$ cat src/rtl/m68k_bus_ctrl_pkg.sv
// Shared types and constants for the 68000 bus controller.
// Holds the FSM state encoding, the interrupt-acknowledge function code and bus widths.
package m68k_bus_ctrl_pkg;

  typedef enum logic [2:0] {
    ST_IDLE = 3'd0,
    ST_WAIT = 3'd1,
    ST_ACK  = 3'd2,
    ST_TOUT = 3'd3,
    ST_BERR = 3'd4
  } state_t;

  localparam logic [2:0] FC_IACK = 3'b111;
  localparam int         DATA_W  = 16;
  localparam int         DEF_WW  = 4;

endpackage

$ cat src/rtl/m68k_region_decode.sv
// Combinational priority decoder: compares the address field against each region base.
// Zero latency; lowest region index wins when bases overlap.
module m68k_region_decode
  import m68k_bus_ctrl_pkg::*;
#(
  parameter int                       NUM_REGIONS = 4,
  parameter int                       DW          = 4,
  parameter int                       IW          = 2,
  parameter logic [NUM_REGIONS*DW-1:0] REGION_BASE = '0
) (
  input  logic [DW-1:0] field,
  output logic          hit,
  output logic [IW-1:0] idx
);

  // Scan downward so the lowest matching index is the last assignment.
  always_comb begin
    hit = 1'b0;
    idx = '0;
    for (int i = NUM_REGIONS - 1; i >= 0; i--) begin
      if (field == REGION_BASE[i*DW +: DW]) begin
        hit = 1'b1;
        idx = i[IW-1:0];
      end
    end
  end

endmodule

$ cat src/rtl/m68k_bus_ctrl.sv
// 68000 bus controller: region chip selects, wait-state DTACKn, VPAn for 6800/IACK, BERRn timeout.
// Termination appears WAIT_i+1 cycles after AS sampled low; held until the CPU drops AS.
module m68k_bus_ctrl
  import m68k_bus_ctrl_pkg::*;
#(
  parameter int                                NUM_REGIONS = 4,
  parameter int                                DEC_HI      = 15,
  parameter int                                DEC_LO      = 12,
  parameter int                                WW          = DEF_WW,
  parameter logic [NUM_REGIONS*(DEC_HI-DEC_LO+1)-1:0] REGION_BASE = {4'h3, 4'h2, 4'h1, 4'h0},
  parameter logic [NUM_REGIONS*WW-1:0]         REGION_WAIT = {4'd0, 4'd0, 4'd0, 4'd0},
  parameter logic [NUM_REGIONS-1:0]            REGION_VPA  = 4'b0000,
  parameter int                                TIMEOUT     = 64
) (
  input  logic                          clk,
  input  logic                          rst,
  input  logic [23:1]                   addr,
  input  logic                          as_n,
  input  logic                          rw,
  input  logic                          uds_n,
  input  logic                          lds_n,
  input  logic [2:0]                    fc,
  input  logic [DATA_W*NUM_REGIONS-1:0] region_din,
  output logic [NUM_REGIONS-1:0]        cs,
  output logic                          we,
  output logic [1:0]                    be,
  output logic [DATA_W-1:0]             cpu_din,
  output logic                          dtack_n,
  output logic                          vpa_n,
  output logic                          berr_n
);

  localparam int DW = DEC_HI - DEC_LO + 1;
  localparam int IW = (NUM_REGIONS > 1) ? $clog2(NUM_REGIONS) : 1;
  localparam int TW = $clog2(TIMEOUT);
  localparam int CW = (WW > TW) ? WW : TW;
  localparam logic [CW-1:0] TOUT_LOAD = CW'(TIMEOUT - 1);

  state_t               state, state_nxt;
  logic [CW-1:0]        cnt, cnt_nxt;
  logic                 vpa_term, vpa_term_nxt;
  logic [NUM_REGIONS-1:0] cs_nxt;
  logic                 we_nxt, dtack_nxt, vpa_nxt, berr_nxt;
  logic [1:0]           be_nxt;

  logic                 dec_hit;
  logic [IW-1:0]        dec_idx;
  logic [WW-1:0]        wait_sel;

  // Only the decoded field is looked at; the rest of the address bus is don't-care here.
  logic unused_addr;
  assign unused_addr = ^addr;

  m68k_region_decode #(
    .NUM_REGIONS (NUM_REGIONS),
    .DW          (DW),
    .IW          (IW),
    .REGION_BASE (REGION_BASE)
  ) u_decode (
    .field (addr[DEC_HI:DEC_LO]),
    .hit   (dec_hit),
    .idx   (dec_idx)
  );

  always_comb begin
    wait_sel = '0;
    for (int i = 0; i < NUM_REGIONS; i++) begin
      if (dec_idx == i[IW-1:0]) wait_sel = REGION_WAIT[i*WW +: WW];
    end
  end

  always_comb begin
    cpu_din = '0;
    for (int i = 0; i < NUM_REGIONS; i++) begin
      if (cs[i]) cpu_din = region_din[i*DATA_W +: DATA_W];
    end
  end

  always_comb begin
    state_nxt    = state;
    cnt_nxt      = cnt;
    vpa_term_nxt = vpa_term;
    cs_nxt       = cs;
    we_nxt       = we;
    be_nxt       = be;
    dtack_nxt    = 1'b1;
    vpa_nxt      = 1'b1;
    berr_nxt     = 1'b1;

    // Strobes may settle late in a write, so track them while a region is selected.
    if (|cs) begin
      we_nxt = !rw;
      be_nxt = {!uds_n, !lds_n};
    end

    case (state)
      ST_IDLE: begin
        cs_nxt = '0;
        we_nxt = 1'b0;
        be_nxt = 2'b00;
        cnt_nxt = '0;
        if (!as_n) begin
          if (fc == FC_IACK) begin
            vpa_term_nxt = 1'b1;
            state_nxt    = ST_ACK;
          end else if (dec_hit) begin
            vpa_term_nxt    = REGION_VPA[dec_idx];
            cs_nxt[dec_idx] = 1'b1;
            we_nxt          = !rw;
            be_nxt          = {!uds_n, !lds_n};
            cnt_nxt         = '0;
            cnt_nxt[WW-1:0] = wait_sel;
            state_nxt       = (wait_sel == '0) ? ST_ACK : ST_WAIT;
          end else begin
            cnt_nxt   = TOUT_LOAD;
            state_nxt = ST_TOUT;
          end
        end
      end
      ST_WAIT: begin
        cnt_nxt = cnt - 1'b1;
        if (cnt == CW'(1)) state_nxt = ST_ACK;
      end
      ST_ACK: begin
        if (vpa_term) vpa_nxt = 1'b0;
        else          dtack_nxt = 1'b0;
      end
      ST_TOUT: begin
        if (cnt == '0) begin
          berr_nxt  = 1'b0;
          state_nxt = ST_BERR;
        end else begin
          cnt_nxt = cnt - 1'b1;
        end
      end
      ST_BERR: berr_nxt = 1'b0;
      default: state_nxt = ST_IDLE;
    endcase

    // Dropping AS ends any cycle in progress, with or without a termination.
    if (as_n && state != ST_IDLE) begin
      state_nxt    = ST_IDLE;
      cnt_nxt      = '0;
      vpa_term_nxt = 1'b0;
      cs_nxt       = '0;
      we_nxt       = 1'b0;
      be_nxt       = 2'b00;
      dtack_nxt    = 1'b1;
      vpa_nxt      = 1'b1;
      berr_nxt     = 1'b1;
    end
  end

  always_ff @(posedge clk or posedge rst) begin
    if (rst) begin
      state    <= ST_IDLE;
      cnt      <= '0;
      vpa_term <= 1'b0;
      cs       <= '0;
      we       <= 1'b0;
      be       <= 2'b00;
      dtack_n  <= 1'b1;
      vpa_n    <= 1'b1;
      berr_n   <= 1'b1;
    end else begin
      state    <= state_nxt;
      cnt      <= cnt_nxt;
      vpa_term <= vpa_term_nxt;
      cs       <= cs_nxt;
      we       <= we_nxt;
      be       <= be_nxt;
      dtack_n  <= dtack_nxt;
      vpa_n    <= vpa_nxt;
      berr_n   <= berr_nxt;
    end
  end

endmodule
$ cat config.mk
export PLATFORM = sky130hd
export DESIGN_NAME = m68k_bus_ctrl
export DESIGN_NICKNAME = d
export VERILOG_FILES = /design/src/rtl/m68k_bus_ctrl_pkg.sv /design/src/rtl/m68k_region_decode.sv /design/src/rtl/m68k_bus_ctrl.sv
export SDC_FILE = /design/constraint.sdc
export NUM_CORES = 1
export LEC_CHECK = 0
export ABC_CLOCK_PERIOD_IN_PS = 3400
export BUFFER_PORTS_ARGS = -buffer_cell sky130_fd_sc_hd__buf_4
export CORE_MARGIN = 2
export CORE_UTILIZATION = 44
export DETAILED_ROUTE_END_ITERATION = 8
export PLACE_DENSITY = 0.87
export REMOVE_ABC_BUFFERS = 1
export SLEW_MARGIN = 20
export SYNTH_ARGS = -nofsm -noshare
export SYNTH_HDL_FRONTEND = slang
export SYNTH_HIERARCHICAL = 1
export SYNTH_SLANG_ARGS = --single-unit
export TNS_END_PERCENT = 10
$ cat constraint.sdc
create_clock -name clk -period 3.4 [get_ports clk]
set_input_delay 0.17 -clock clk [delete_from_list [all_inputs] [get_ports clk]]
set_output_delay 0.17 -clock clk [all_outputs]
set_load 0.05 [all_outputs]
# Yosys cells after proc, flatten, opt, wreduce, memory -nomap -nowiden
# Index checks and enable logic that the tools add are counted.
dict set report totals {
  ff_bits 20
  out_inout_bits 26
  inputBits 96
}
dict set report op_classes {
  muxes 60
  add_sub_neg 1
  n_reduce_logical 18
  n_eq_ne 15
  magnitude_cmp 2
}
# operator n
set ops {}
lappend ops {{$mux W16} 4}
lappend ops {{$mux W6} 5}
lappend ops {{$mux W1} 27}
lappend ops {{$mux W2} 10}
lappend ops {{$mux W4} 5}
lappend ops {{$pmux W6 S3} 1}
lappend ops {{$mux W3} 4}
lappend ops {{$ne A3 B3 Y1 const B} 4}
lappend ops {{$pmux W3 S4} 1}
lappend ops {{$reduce_bool A3 Y1} 3}
lappend ops {{$eq A4 B2 Y1 const B} 2}
lappend ops {{$eq A3 B2 Y1 const B} 2}
lappend ops {{$eq A3 B3 Y1 const B} 2}
lappend ops {{$eq A6 B1 Y1 const B} 1}
lappend ops {{$logic_not A6 Y1} 1}
lappend ops {{$sub A6 B1 Y6 const B} 1}
lappend ops {{$eq A4 B1 Y1 const B} 1}
lappend ops {{$logic_not A4 Y1} 1}
lappend ops {{$ne A2 B1 Y1 const B} 2}
lappend ops {{$reduce_and A4 Y1} 1}
lappend ops {{$reduce_bool A4 Y1} 1}
lappend ops {{$reduce_or A4 Y1} 1}
lappend ops {{$eq A3 B1 Y1 const B} 1}
lappend ops {{$logic_not A1 Y1} 3}
lappend ops {{other kinds (11)} 12}

# Depth between registers and ports, before layout
dict set report logic_depth {
  word_depth 14
  ltp_mapped 6
  ltp_nobuf 6
}

# By module
# The synthesis kept the hierarchy.
# module n_inst cells_per_inst area_per_inst_um2
set by_module_without_submodules {}
lappend by_module_without_submodules {m68k_bus_ctrl 1 188 1602.8}
lappend by_module_without_submodules {m68k_region_decode 1 3 18.8}

# Worst setup path after synthesis
# OpenSTA, ideal clock, no wires.
dict set report synth_path {
  path_type {register to output}
  start {register cs[1]}
  end {output cpu_din[10]}
  arrival_ns 2.439
  setup_slack_ns 0.791
  stages_incl_launch_ff 5
  path_cell_list {dfrtp_1 -> clkbuf_1 -> buf_2 -> a221oi_1 -> o31ai_1}
}
dict set report synth_via {
  elab_chain_len 3
}
# item line_no
set synth_lines {}
lappend synth_lines {{start, declared} m68k_bus_ctrl.sv:24} ;# output logic [NUM_REGIONS-1:0] cs,
lappend synth_lines {{start signal, assigned} m68k_bus_ctrl.sv:169} ;# cs <= cs_nxt;
lappend synth_lines {{$mux W16 (3 in series)} m68k_bus_ctrl.sv:75} ;# if (cs[i]) cpu_din = region_din[i*DATA_W +: DATA_W];
lappend synth_lines {{end, declared} m68k_bus_ctrl.sv:27} ;# output logic [DATA_W-1:0] cpu_din,
# Every way passes these cells.

# Worst setup path after layout
dict set report layout_path {
  start {register cs[1]}
  end {output cpu_din[4]}
}
# Same word-level chain as after synthesis.

==> flow_metrics.env <==
export IMPL_status="finished, final reports clean"
export IMPL_post_route_min_period_ns=2.42
export IMPL_period_share=0.713
export IMPL_track_usage=0.241
export IMPL_ys_seq_area_frac=0.311
export IMPL_ys_types=39
export IMPL_place_hpwl_mm=3.92
export IMPL_start_util=0.450
export IMPL_cap_violations=0
export IMPL_place_area_sq_um=2390
export IMPL_cts_sinks=20
export IMPL_core_sq_um=3610
export IMPL_synth_edf_count=0
export IMPL_io_pins=122
export IMPL_fp_dieW_microns=64.7
export IMPL_drc=0
export IMPL_drive_above_1_share=0.417
export IMPL_n_antenna_cell=0
export IMPL_cts_buffer_depth=2
export IMPL_netlist_top_cells_count="nand2_1 (23), dfrtp_1 (17), nor2b_1 (16)"
export IMPL_async_flop_share=1.00
export IMPL_post_place_cells=327
export IMPL_clockRootBuffer="clkbuf_8"
export IMPL_tightest_slew_ns=1.07
export IMPL_relSlewSlack=0.287
export IMPL_cp_required_ns=3.23
export IMPL_crit_fanout=21
export IMPL_areaGrowthSynthToFinish_pct=50.8
export IMPL_setup_viol=0
export IMPL_cts_tree="built"
export IMPL_criticalPathCategory="reg2out"
export IMPL_fmax_mhz=412
export IMPL_grt_pass1_wl_mm=8.11
export IMPL_reg2reg_from="cs[3]"
export IMPL_hold_class="in2async"
export IMPL_yosys_top_cells_area="dfrtp_1 (26%), a221oi_1 (8.1%), o31ai_1 (6.9%)"
export IMPL_crit_start="cs[1]"
export IMPL_critPathLaunchType="flip-flop"
export IMPL_hold_viol=0
export IMPL_synthCells=191
export IMPL_drtAntennaViolNets=0
export IMPL_num_vias=1863
export IMPL_io_buffers=102
export IMPL_first_iter_violations=118
export IMPL_synth_most_common_cell="nand2_1"
export IMPL_path_clk_slew_ns=0.07
export IMPL_dominantRegCellSynth="dfrtp_1"
export IMPL_final_util=0.678
export IMPL_vdd_drop_max_v=0.000261
export IMPL_p_per_area_nw_per_um2=350
export IMPL_post_cts_buffers=0
export IMPL_pre_cts_slack_ns=1.27
export IMPL_yosysWarnings=6
export IMPL_fin_setup_tns_ns=0
export IMPL_place_congestion=0.853
export IMPL_synth_seq_cells=20
export IMPL_cts_resized=0
export IMPL_antenna_found_initial=0
export IMPL_clock_latency_ns=0.26
export IMPL_final_cell_count_no_fill=331
export IMPL_p_leak_nw=1.13
export IMPL_grt_pass1_vias=1721
export IMPL_wl_mm=5.03
export IMPL_dieHeight_microns=64.7
export IMPL_drtPass1Iterations=4
export IMPL_routedWlPerCell_microns=15.2
export IMPL_synth_area_leader_cell="dfrtp_1"
export IMPL_cts_htree_levels=1
export IMPL_grt_overflow=0
export IMPL_final_max_slew_viol_count=0
export IMPL_viasPerCell=5.63
export IMPL_fin_worst_skew_ns=0.00224
export IMPL_cts_buffers=3
export IMPL_syn_area_per_cell_sq_um=8.49
export IMPL_num_rows=22
export IMPL_stdcell_area_sq_um=2440
export IMPL_ctsHoldBuffers=0
export IMPL_setup_slack_ns=0.976
export IMPL_grt_max_degree=36
export IMPL_fp_dieArea_sq_um=4190
export IMPL_grt_setup_unrepaired="false"
export IMPL_arrival_ns=2.25
export IMPL_nets=383
export IMPL_synth_top_cell_area_share=0.262
export IMPL_syn_area_sq_um=1620
export IMPL_end_kind="primary output"
## worst max-delay path, cell delays in order (launching register included)
cell and delay, ns:
dfrtp_1 0.63, and2b_1 0.66, a221oi_1 0.16, o31ai_1 0.29, buf_4 0.26
## state kept, by name (all words and copies together) (netlist names), 2 cells and up
signal,flops
cnt,6
state,3
be,2
cs,4
## per-stage QoR
step / hold slack, ns / total power (W)
after floorplan: 0.132 / 0.000540
after global placement: 0.340 / 0.000663
after detailed placement: 0.344 / 0.000678
after CTS: 0.0641 / 0.000858
after global routing: 0.112 / 0.000909
final: 0.0385 / 0.000855
## logic make-up after synthesis
kind of cell    count (synthesis)  share of synthesized area
mux                             1                    0.00617
flops                          20                      0.311
compound gates                 63                      0.335
simple gates                   79                      0.264
fa+ha+maj                       3                     0.0232
buf+inv                        25                     0.0610
## report_power, final
| part | internal, W | switching, W | total [W] |
|---|---|---|---|
| logic | 0.000166 | 0.000200 | 0.000366 |
| registers | 0.000270 | 0.0000391 | 0.000309 |
| clock network | 0.000103 | 0.0000766 | 0.000180 |
| total | 0.000539 | 0.000316 | 0.000855 |
## per-layer routing
layer | vias up | share of wire | global-route usage
li1 | 898 | - | -
met1 | 888 | 0.41 | 0.316
met2 | 71 | 0.50 | 0.407
met3 | 6 | 0.081 | 0.0521
met4 | 0 | 0.0080 | 0.0505
met5 | - | 0 | 0
## final timing paths
check,endpoint,slack (ns),depth (start not counted)
max in group asynchronous,cs[1],2.90,2
worst min-delay path,state[2],0.04,2
worst min register to register,vpa_n,0.47,1
worst max-delay path,cpu_din[4],0.98,4
worst max register to register,we,1.58,3
min in group clk,state[0],0.22,2
## layout make-up
type	instances	area (sq um)
sequential	20	504
multi-input combinational	146	1020
tap	48	60.1
fill	339	1160
timing repair buffer	102	766
inverter	11	41.3
clock buffer	4	55.1
## cell usage in the layout (no fill, tap or decap), drive strengths merged, types with 4 or more instances in the layout
cell / Yosys / layout
nand3: 4 / 4
nor3: 4 / 4
nor2b: 16 / 16
clkbuf: 10 / 4
a21oi: 9 / 9
o31ai: 15 / 15
nor2: 11 / 11
dfrtp: 17 / 17
a22o: 5 / 5
nand2: 23 / 23
nand2b: 4 / 4
o21ai: 5 / 5
o32ai: 4 / 4
a221oi: 15 / 15
buf: 4 / 102
inv: 11 / 11
Note: power is estimated with default switching activity, not from simulation.
